`src/rtl/clk_div_ctrl.sv`:
```
// Programmable integer clock divider with a valid/ready ratio port.
// Ratio changes and stops take effect only at period boundaries, so the divided output never glitches.
module clk_div_ctrl #(
  parameter int W = 8
) (
  input  logic         i_clk,
  input  logic         i_rst,
  input  logic         i_en,
  input  logic         i_cfg_valid,
  input  logic [W-1:0] i_cfg_div,
  output logic         o_cfg_ready,
  output logic         o_cfg_err,
  output logic         o_div_clk,
  output logic         o_tick,
  output logic         o_busy,
  output logic [W-1:0] o_ratio
);

  localparam logic [1:0] S_IDLE = 2'd0;
  localparam logic [1:0] S_RUN  = 2'd1;
  localparam logic [1:0] S_PEND = 2'd2;
  localparam logic [1:0] S_STOP = 2'd3;

  logic [1:0]   state, state_nxt;
  logic [W-1:0] cnt, cnt_nxt;
  logic [W-1:0] ratio_nxt;
  logic [W-1:0] pend, pend_nxt;
  logic         pend_vld, pend_vld_nxt;
  logic         div_nxt;
  logic         accept, legal, wrap;

  assign o_cfg_ready = (state == S_IDLE) || (state == S_RUN);
  assign accept      = i_cfg_valid && o_cfg_ready;
  assign legal       = i_cfg_div >= W'(2);
  assign wrap        = cnt == (o_ratio - W'(1));
  assign o_busy      = state != S_IDLE;
  assign o_tick      = o_busy && (cnt == '0);

  always_comb begin
    state_nxt    = state;
    cnt_nxt      = cnt;
    ratio_nxt    = o_ratio;
    pend_nxt     = pend;
    pend_vld_nxt = pend_vld;
    if (state == S_IDLE) begin
      cnt_nxt = '0;
      if (accept && legal) ratio_nxt = i_cfg_div;
      if (i_en) state_nxt = S_RUN;
    end else begin
      cnt_nxt = wrap ? '0 : cnt + W'(1);
      // Only a ratio pending before this cycle may apply; one accepted on a wrap waits a period.
      if (wrap && pend_vld) begin
        ratio_nxt    = pend;
        pend_vld_nxt = 1'b0;
      end
      case (state)
        S_RUN: begin
          if (accept && legal) begin
            pend_nxt     = i_cfg_div;
            pend_vld_nxt = 1'b1;
            state_nxt    = S_PEND;
          end
          if (!i_en) state_nxt = S_STOP;
        end
        S_PEND: begin
          if (!i_en)     state_nxt = S_STOP;
          else if (wrap) state_nxt = S_RUN;
        end
        default: begin
          if (wrap) state_nxt = S_IDLE;
        end
      endcase
    end
    div_nxt = (state_nxt != S_IDLE) && (cnt_nxt < (ratio_nxt >> 1));
  end

  always_ff @(posedge i_clk or posedge i_rst) begin
    if (i_rst) begin
      state     <= S_IDLE;
      cnt       <= '0;
      o_ratio   <= W'(3);
      pend      <= '0;
      pend_vld  <= 1'b0;
      o_div_clk <= 1'b0;
      o_cfg_err <= 1'b0;
    end else begin
      state     <= state_nxt;
      cnt       <= cnt_nxt;
      o_ratio   <= ratio_nxt;
      pend      <= pend_nxt;
      pend_vld  <= pend_vld_nxt;
      o_div_clk <= div_nxt;
      o_cfg_err <= accept && !legal;
    end
  end

endmodule

```
`config.mk`:
```
export PLATFORM = sky130hd
export DESIGN_NAME = clk_div_ctrl
export DESIGN_NICKNAME = d
export VERILOG_FILES = /design/src/rtl/clk_div_ctrl.sv
export SDC_FILE = /design/constraint.sdc
export NUM_CORES = 1
export LEC_CHECK = 0
export ABC_CLOCK_PERIOD_IN_PS = 9100
export BUFFER_PORTS_ARGS = -buffer_cell sky130_fd_sc_hd__buf_2
export CAP_MARGIN = 40
export CELL_PAD_IN_SITES_DETAIL_PLACEMENT = 1
export CELL_PAD_IN_SITES_GLOBAL_PLACEMENT = 2
export CORE_UTILIZATION = 40
export CTS_BUF_LIST = sky130_fd_sc_hd__clkbuf_4 sky130_fd_sc_hd__clkbuf_8 sky130_fd_sc_hd__clkbuf_16
export CTS_CLUSTER_SIZE = 30
export DETAILED_ROUTE_END_ITERATION = 10
export HOLD_SLACK_MARGIN = 0.08
export MAX_ROUTING_LAYER = met4
export PLACE_DENSITY_LB_ADDON = 0.12
export SETUP_SLACK_MARGIN = 0.05
export SYNTH_ARGS = -nofsm -noshare
export SYNTH_HDL_FRONTEND = slang
export SYNTH_SLANG_ARGS = --single-unit
```
`constraint.sdc`:
```
create_clock -name i_clk -period 9.1 [get_ports i_clk]
set_clock_uncertainty 0.15 [all_clocks]
set_input_delay 0.91 -clock i_clk [delete_from_list [all_inputs] [get_ports i_clk]]
set_output_delay 0.91 -clock i_clk [all_outputs]
set_load 0.01 [all_outputs]
```
### Word-level counts from Yosys, hierarchy flattened

Cells that the tools add are included.

* equal/unequal tests: 4
* bitwise logic cells: 1
* shift-type cells: 0
* divide/modulo/power cells: 0
* muxes and demuxes: 16
* magnitude comparators: 2
* multipliers: 0
* add/sub/neg operators: 2
* reduce and logical (&&, ||, !) cells: 15

Operator list (number)
* 8-bit two-way mux: 5
* 2-bit two-way mux: 7
* 8-bit by 1-bit adder with 8-bit output, second input constant: 1
* 8-bit equality test: 1
* 8-bit by 2-bit >= comparator with 1-bit output, second input constant: 1
* 8-bit zero test: 1
* 8-bit by 7-bit < comparator with 1-bit output: 1
* 8-bit by 1-bit subtractor with 8-bit output, second input constant: 1
* 1-bit logical AND: 6
* 2-bit nonzero test: 3
* 2-bit case mux with 2 select lines: 1
* 1-bit two-way mux: 3
* 3-bit AND reduction: 1
* 2-bit by 1-bit equality test with 1-bit output, second input constant: 1
* 2-bit equality test, second input constant: 1
* 2-bit zero test: 1
* 2-bit by 1-bit inequality test with 1-bit output, second input constant: 1
* 2-bit AND reduction: 1
* 1-bit zero test: 1
* 1-bit logical OR: 1
* 1-bit NOT: 1

* bits in read-only memories: 0
* bits in writable memories: 0
* bits in registers: 29
* word-level logic and storage cells: 48
* memories: 0
* bits in latches: 0

### Longest topological paths before layout

Gate-level depths: netlist of run 1.

* depth in word-level cells: 10
* depth in mapped cells: 15
* mapped depth without buffers: 15

### Worst setup path before layout of run 1

Ideal clock, no wire load.

* path kind: flip-flop to flip-flop
* start point: reg o_ratio[0]
* end point: reg o_div_clk
* data arrival time: 3.299 ns
* stages on the path, launching flop included: 16
* library setup time: 0.086 ns
* clock period less this slack: 3.535 ns
* buffers on the path: 1
* path slack: 5.565 ns
* path through: dfstp_2 > inv_1 > ha_1 > nor3b_4 > mux2i_1 > nor3b_2 > o311a_4 > and2_4 > or2_1 > clkbuf_1 > nor2_1 > ha_1 > a21o_1 > a21o_1 > a211o_1 > nor3_1

* elaborated cells on any way between the ends: 15
* classes of those cells: add/sub: 1; order compare: 1; eq/ne: 1; mux: 9; reduce/logical: 3

RTL lines
* start: declaration: RTL line 16 `output logic [W-1:0] o_ratio`
* start signal: assignment: RTL line 89 `o_ratio <= ratio_nxt;`
* 8-bit by 1-bit subtractor with 8-bit output: RTL line 35 `assign wrap = cnt == (o_ratio - W'(1));`
* 8-bit equality test: RTL line 35
* 8-bit two-way mux: RTL line 50 `cnt_nxt = wrap ? '0 : cnt + W'(1);`
* 8-bit two-way mux: RTL line 45 `if (state == S_IDLE) begin`
* via cnt_nxt[4]: RTL line 25 `logic [W-1:0] cnt, cnt_nxt;`
* 8-bit by 7-bit < comparator with 1-bit output: RTL line 74 `div_nxt = (state_nxt != S_IDLE) && (cnt_nxt < (ratio_nxt >> 1));`
* 1-bit logical AND: RTL line 74
* via div_nxt: RTL line 29 `logic div_nxt;`
* end signal: assignment: RTL line 92 `o_div_clk <= div_nxt;`
* end: declaration: RTL line 13 `output logic o_div_clk,`

The timed path passes the listed nets, and every way through them passes these cells. The select of a mux whose other input is x is not followed.
A chain may end at the register's enable or synchronous reset.

### Worst setup path in the final report of run 1

Ends and elaborated chain as after synthesis.

==> impl_metrics.yaml, run 1 <==
clock_network:
  cts_tree: "built"
  clock_latency_ns: 0.28
  cts_setup_buffers: 0
  cts_resized: 0
  numCtsBuffers: 5
  cts-root-buf: "clkbuf_8"
  cts_hold_repair.buffers: 0
  cts_buffer_depth: 2
  cts_max_level: 2
  cts.sinks: 29
  clkTransAtPathRegs_ns: 0.07
synthesis:
  yosys.area.top_type: "dfrtp_1"
  ys_top_cells_by_count: "dfrtp_1, mux2i_1, nor2_1"
  yosysMostFrequentCell: "dfrtp_1"
  synth-edff-count: 0
  syn_avg_cell_area_sq_um: 10.12
  synthesis.instances: 195
  synth_fp_nets: 220
  synth_ff_type: "dfrtp_1"
  async_flop_share_pct: 100.0
  synthTopCellsByArea: "dfrtp_1, mux2i_1, ha_1"
  seq_area_frac_synth_pct: 36.91
  yosysUniqueCellTypes: 48
  netlist.area_leader.share_pct: 34.24
  syn-cell-area_sq_um: 1973
  yosysWarnings: 0
  synth_seq_cells: 29
placed_design:
  place_congestion: 0.7805
  place_hpwl_mm: 4.091
  port_buffers: 24
  place_inst: 281
  dp_slack_ns: 5.327
floorplan:
  dieArea_sq_um: 5218
  core_area_sq_um: 4723
  placement_rows: 25
  start_util_pct: 41.77
  die_x_um: 72.24
  fp.dieH_um: 72.24
  io_pins: 25
sta:
  layout_setup_ws_ns: 5.324
  hold_violations: 0
  finalSetupTns_ns: 0
  fmax_mhz: 264.8
  period_needed_ns: 3.776
  tightest_slew_ns: 0.8897
  report.final.slew_viol_count: 0
  setup_viol: 0
  rsz0062_at_grt: "false"
  max_slew_margin_pct: 40.69
  fin_crit_sh_pct: 41.50
setup_path:
  path_depth: 14
  critPathSlowestCell: "dfstp_2"
  cp_top_family: "simple AND/OR/NAND/NOR gates"
  cp.arrival_ns: 3.82
  timing.rr.end: "o_div_clk$_DFF_PP0_"
  cp-start-kind: "flip-flop"
  cp_cell_sequence: "inv_1, ha_1, nor3b_4, mux2i_1, nor3b_2, o311a_4, and2_4, or2_1, nor2_1, ha_1, a21o_1, a21o_1, a211o_1, nor3_1"
  path_class: "flip-flop to flip-flop"
  regToRegSetupSlack_ns: 5.32
  reg2reg_depth: 14
  cpPeakStageDelay_ns: 0.59
  critPathCaptureType: "flip-flop"
  crit_buf_inv: 1
  timing.rr.start: "o_ratio[0]$_DFFE_PP1P_"
  cp.required_ns: 9.15
  worstPathMaxFanout: 6
hold_path:
  whs_path_depth: 1
  min_from: "pend[4]$_DFFE_PP0P_"
  min_to: "pend[4]$_DFFE_PP0P_"
  hold_class: "flip-flop to flip-flop"
cells_and_area:
  final_util_pct: 48.74
  nFillCells: 540
  fin_cells: 289
  area_delta_synth_final_pct: 16.68
  diodes: 0
  layout-drive-gt1-share_pct: 21.17
  seqCellArea_sq_um: 728.2
  num-nets-final: 246
  multi_input_area_sq_um: 1162
grt:
  grt_pass1_wl_mm: 8.597
  grt_start_max_net_pins: 20
  grtUsageTotal_pct: 22.80
  antenna_found_initial: 0
  gr-total-overflow: 0
  first_global_vias: 1637
status:
  status: "finished, final reports clean"
drt:
  drtIter0Drc: 58
  drc: 0
  viasPerCell: 5.353
  routed_wl_mm: 5.195
  ant_nets: 0
  vias: 1547
  dr.pass1.iters: 6
  wl_per_cell_um: 17.98
power:
  power.total_w: 0.0008284
  switching_share_pct: 43.06
  power_density_nw_per_um2: 359.8
  vdd_ir_drop_max_mv: 0.1787
  p_seq_share_pct: 31.2
  p_sw_w: 0.0003567
  power_leakage_nw: 1.125
  p_clk_share_pct: 17.4
  combPwrFrac_pct: 51.4
  internal_power_w: 0.0004717
job:
  cap_violations: 0
## worst register-to-register path, cell delays in order (launching register included)
cell     delay (ns)
dfstp_2        0.59
inv_1          0.08
ha_1           0.22
nor3b_4        0.17
mux2i_1        0.19
nor3b_2        0.07
o311a_4        0.41
and2_4         0.19
or2_1          0.29
nor2_1         0.21
ha_1           0.28
a21o_1         0.19
a21o_1         0.19
a211o_1        0.28
nor3_1         0.18
## power by group through the flow
stage	clock network [W]	registers (W)	logic (W)
floorplan	0	0.000243	0.000309
global placement	0	0.000260	0.000411
detailed placement	0	0.000262	0.000430
CTS	0.000147	0.000260	0.000430
global route	0.000153	0.000268	0.000472
finish	0.000144	0.000258	0.000426
## metrics by stage
stage	area [sq um]	hold slack, ns
final	2302	0.3456
after global routing	2302	0.3685
after CTS	2302	0.3503
after detailed placement	2182	0.3349
after global placement	2155	0.3319
after floorplan	1973	0.3074
## logic make-up (layout without fill, tap and decap cells)
kind of cell	count (synthesis)	in the layout	synth area share, %
multiplexers	30	30	15.85
buffers and inverters	21	48	4.185
AND/OR/NAND/NOR	58	58	17.25
flip-flops	29	29	36.91
XOR/XNOR	15	15	6.658
AO/OA/AOI/OAI	29	29	10.91
adder cells (fa/ha/maj)	13	13	8.244
## placed cells by master (no fill, tap or decap), types with 2 or more instances in the layout
master / synthesis / layout
a21o_1: 2 / 2
mux2_1: 7 / 7
nor3_1: 7 / 7
inv_1: 12 / 12
nor4_1: 2 / 2
o21ai_0: 6 / 6
or2_1: 2 / 2
and4_1: 3 / 3
a211oi_1: 3 / 3
a31oi_1: 2 / 2
inv_2: 2 / 2
mux2_2: 3 / 3
and3_1: 2 / 2
dfstp_2: 2 / 2
nand3_1: 5 / 5
buf_2: 3 / 24
and4b_1: 2 / 2
nor2_1: 14 / 14
and2_1: 3 / 3
xor2_1: 8 / 8
nor2b_1: 3 / 3
dfrtp_1: 27 / 27
nand2_1: 8 / 8
xnor2_1: 7 / 7
a21oi_1: 4 / 4
ha_1: 13 / 13
mux2i_1: 20 / 20
clkbuf_8: 0 / 6
## final cells by class
cell class / count / share of cell area, %
Multi-Input combinational cell: 145 / 50.49
Tap cell: 67 / 3.641
Inverter: 14 / 2.283
Sequential cell: 29 / 31.63
Clock buffer: 7 / 3.913
Clock inverter: 1 / 1.304
Timing Repair Buffer: 26 / 6.739
## state kept, by name (all words and copies together), names as in the netlist
| register | count |
|---|---|
| pend_vld | 1 |
| pend | 8 |
| cnt | 8 |
| o_div_clk | 1 |
| o_cfg_err | 1 |
| state | 2 |
| o_ratio | 8 |
## worst max path at each step
stage | start | end | slack [ns]
3_5_place_dp | o_ratio[0]$_DFFE_PP1P_ | o_div_clk$_DFF_PP0_ | 5.33
3_3_place_gp | o_ratio[1]$_DFF_PP1_ | o_div_clk$_DFF_PP0_ | 5.46
5_1_grt | state[1]$_DFF_PP0_ | o_div_clk$_DFF_PP0_ | 5.05
4_1_cts | o_ratio[0]$_DFFE_PP1P_ | o_div_clk$_DFF_PP0_ | 5.31
6_report | o_ratio[0]$_DFFE_PP1P_ | o_div_clk$_DFF_PP0_ | 5.32
2_1_floorplan | o_ratio[0]$_DFFE_PP1P_ | o_div_clk$_DFF_PP0_ | 5.56
## routing by layer
layer  up-vias  share of wire [%]  global-route usage, %
met4         0                1.1                  7.407
met5         -                  0                      -
met1       766                 48                  28.90
li1        748                  -                      -
met3         6                2.1                  4.167
met2        27                 49                  36.86
Power figures use the tool's default switching activity.
==> run 2, diff against run 1 <==
--- a/config.mk
+++ b/config.mk
@@ -5,12 +5,12 @@
 export SDC_FILE = /design/constraint.sdc
 export NUM_CORES = 1
 export LEC_CHECK = 0
-export ABC_CLOCK_PERIOD_IN_PS = 9100
+export ABC_CLOCK_PERIOD_IN_PS = 3700
 export BUFFER_PORTS_ARGS = -buffer_cell sky130_fd_sc_hd__buf_2
 export CAP_MARGIN = 40
 export CELL_PAD_IN_SITES_DETAIL_PLACEMENT = 1
 export CELL_PAD_IN_SITES_GLOBAL_PLACEMENT = 2
-export CORE_UTILIZATION = 40
+export CORE_UTILIZATION = 37
 export CTS_BUF_LIST = sky130_fd_sc_hd__clkbuf_4 sky130_fd_sc_hd__clkbuf_8 sky130_fd_sc_hd__clkbuf_16
 export CTS_CLUSTER_SIZE = 30
 export DETAILED_ROUTE_END_ITERATION = 10
==> constraint.sdc (replaced) <==
create_clock -name i_clk -period 3.7 [get_ports i_clk]
set_clock_uncertainty 0.15 [all_clocks]
set_input_delay 0.37 -clock i_clk [delete_from_list [all_inputs] [get_ports i_clk]]
set_output_delay 0.37 -clock i_clk [all_outputs]
set_load 0.01 [all_outputs]
==> impl_metrics.yaml, run 2 (synthesis gave the netlist of run 1 again) <==
setup_path:
  cp-start-kind: "flip-flop"
  worstPathMaxFanout: 6
  timing.rr.end: "o_div_clk$_DFF_PP0_"
  reg2reg_depth: 14
  cp.arrival_ns: 3.56
  cp.required_ns: 3.75
  regToRegSetupSlack_ns: 0.19
  path_class: "flip-flop to flip-flop"
  timing.rr.start: "o_ratio[0]$_DFFE_PP1P_"
  critPathCaptureType: "flip-flop"
clock_network:
  clock_latency_ns: 0.29
  numCtsBuffers: 5
  cts.sinks: 29
  cts_tree: "built"
  cts_buffer_depth: 2
  cts_max_level: 2
  cts-root-buf: "clkbuf_8"
  clkTransAtPathRegs_ns: 0.07
sta:
  fmax_mhz: 284.8
  max_slew_margin_pct: 59.72
  finalSetupTns_ns: 0
  report.final.slew_viol_count: 0
  hold_violations: 0
  period_needed_ns: 3.511
  tightest_slew_ns: 0.6035
  rsz0062_at_grt: "false"
  setup_viol: 0
  fin_crit_sh_pct: 94.88
cells_and_area:
  multi_input_area_sq_um: 1191
  mostFrequentLayoutCells: "dfrtp_1, buf_2, mux2i_1"
  area_delta_synth_final_pct: 22.83
  seqCellArea_sq_um: 728.2
  nFillCells: 584
  num-nets-final: 257
  fin_cells: 303
  reg.largest.list: "cnt (8), o_ratio (8), pend (8)"
  layout_commonest_cell: "dfrtp_1"
  layout-drive-gt1-share_pct: 26.61
  diodes: 0
  final_util_pct: 47.45
drt:
  vias: 1613
  drc: 0
  ant_nets: 0
  wl_met2_mm: 2.883
  drtIter0Drc: 46
  viasPerCell: 5.323
  wl_met3_um: 156
  wl_met1_mm: 2.434
  routed_wl_mm: 5.562
  highest_layer: "met4"
  dr.pass1.iters: 4
  wl_per_cell_um: 18.36
grt:
  antenna_found_initial: 0
  grt_start_max_net_pins: 19
  first_global_vias: 1690
  gr-total-overflow: 0
  grt_pass1_wl_mm: 8.590
  grtUsageTotal_pct: 22.02
power:
  switching_share_pct: 43.42
  power_density_nw_per_um2: 887.0
  power_leakage_nw: 1.180
  p_seq_share_pct: 29.7
  vdd_ir_drop_max_mv: 0.3999
  internal_power_w: 0.001216
  p_clk_share_pct: 16.5
  combPwrFrac_pct: 53.7
  p_sw_w: 0.0009335
placed_design:
  place_inst: 291
  place_hpwl_mm: 4.235
  place_congestion: 0.8459
  port_buffers: 24
hold_path:
  whs_path_depth: 2
  min_to: "pend[6]$_DFFE_PP0P_"
  min_from: "i_cfg_div[6]"
  hold_class: "input port to flip-flop"
floorplan:
  die_x_um: 75.03
  placement_rows: 26
  dieArea_sq_um: 5629
  core_area_sq_um: 5107
  start_util_pct: 38.63
  io_pins: 25
  fp.dieH_um: 75.03
status:
  status: "finished, final reports clean"
job:
  cap_violations: 0
==> run 2: power by group through the flow <==
stage | Sequential [W] | Clock, W | Combinational, W
6_report | 0.000639 | 0.000355 | 0.00116
5_1_grt | 0.000663 | 0.000376 | 0.00128
4_1_cts | 0.000631 | 0.000366 | 0.00112
3_5_place_dp | 0.000637 | 0 | 0.00110
3_3_place_gp | 0.000631 | 0 | 0.00105
2_1_floorplan | 0.000598 | 0 | 0.000760
==> run 2: area by class of cell <==
| type | instances | share of cell area, % |
|---|---|---|
| multi-input combinational | 145 | 49.15 |
| sequential | 29 | 30.05 |
| timing repair buffer | 37 | 10.07 |
| clock buffer | 7 | 3.717 |
| tap | 70 | 3.614 |
| inverter | 14 | 2.168 |
| clock inverter | 1 | 1.239 |
==> run 2: repair_timing <==
item	CTS	global route
setup endpoints to repair	1	1
pin swaps	0	3
endpoints found under the hold margin	10	0
cloned	0	0
setup buffers	1	2
hold buffers	1	0
gates resized for setup	1	7
==> run 2: how the worst max path moves through the flow <==
stage                     slack [ns]  cells after the start                    from                  end
final                           0.19                     14  o_ratio[0]$_DFFE_PP1P_  o_div_clk$_DFF_PP0_
after global routing            0.02                     15    o_ratio[1]$_DFF_PP1_  o_div_clk$_DFF_PP0_
after CTS                       0.05                     15  o_ratio[0]$_DFFE_PP1P_  o_div_clk$_DFF_PP0_
after detailed placement        0.07                     14  o_ratio[0]$_DFFE_PP1P_  o_div_clk$_DFF_PP0_
after global placement          0.21                     14  o_ratio[0]$_DFFE_PP1P_  o_div_clk$_DFF_PP0_
after floorplan                 0.16                     15  o_ratio[0]$_DFFE_PP1P_  o_div_clk$_DFF_PP0_
==> run 2: through the flow <==
stage	power, W	area, sq um	setup WS (ns)	hold WS (ns)
2_1_floorplan	0.001358	1973	0.1650	0.2966
3_3_place_gp	0.001686	2211	0.2149	0.3199
3_5_place_dp	0.001738	2238	0.06718	0.3235
4_1_cts	0.002121	2379	0.05057	0.1761
5_1_grt	0.002321	2424	0.02071	0.2035
6_report	0.002150	2424	0.1893	0.1912
==> run 2: critical path, stage by stage, from the launching register on <==
cell and delay, ns:
dfstp_2 0.60, inv_2 0.06, ha_2 0.19, nor3b_4 0.16, xor2_1 0.20, nor3_2 0.07
o311a_4 0.43, and2_4 0.19, or2_1 0.24, buf_4 0.16, nor2_1 0.14, ha_1 0.26
a21o_1 0.16, a211o_1 0.30, nor3_2 0.11
==> run 2: metal layers <==
layer | global-route usage [%] | up-vias
met1 | 27.01 | 802
li1 | - | 773
met2 | 37.24 | 30
met3 | 4.016 | 8
met4 | 5.870 | 0
met5 | - | -
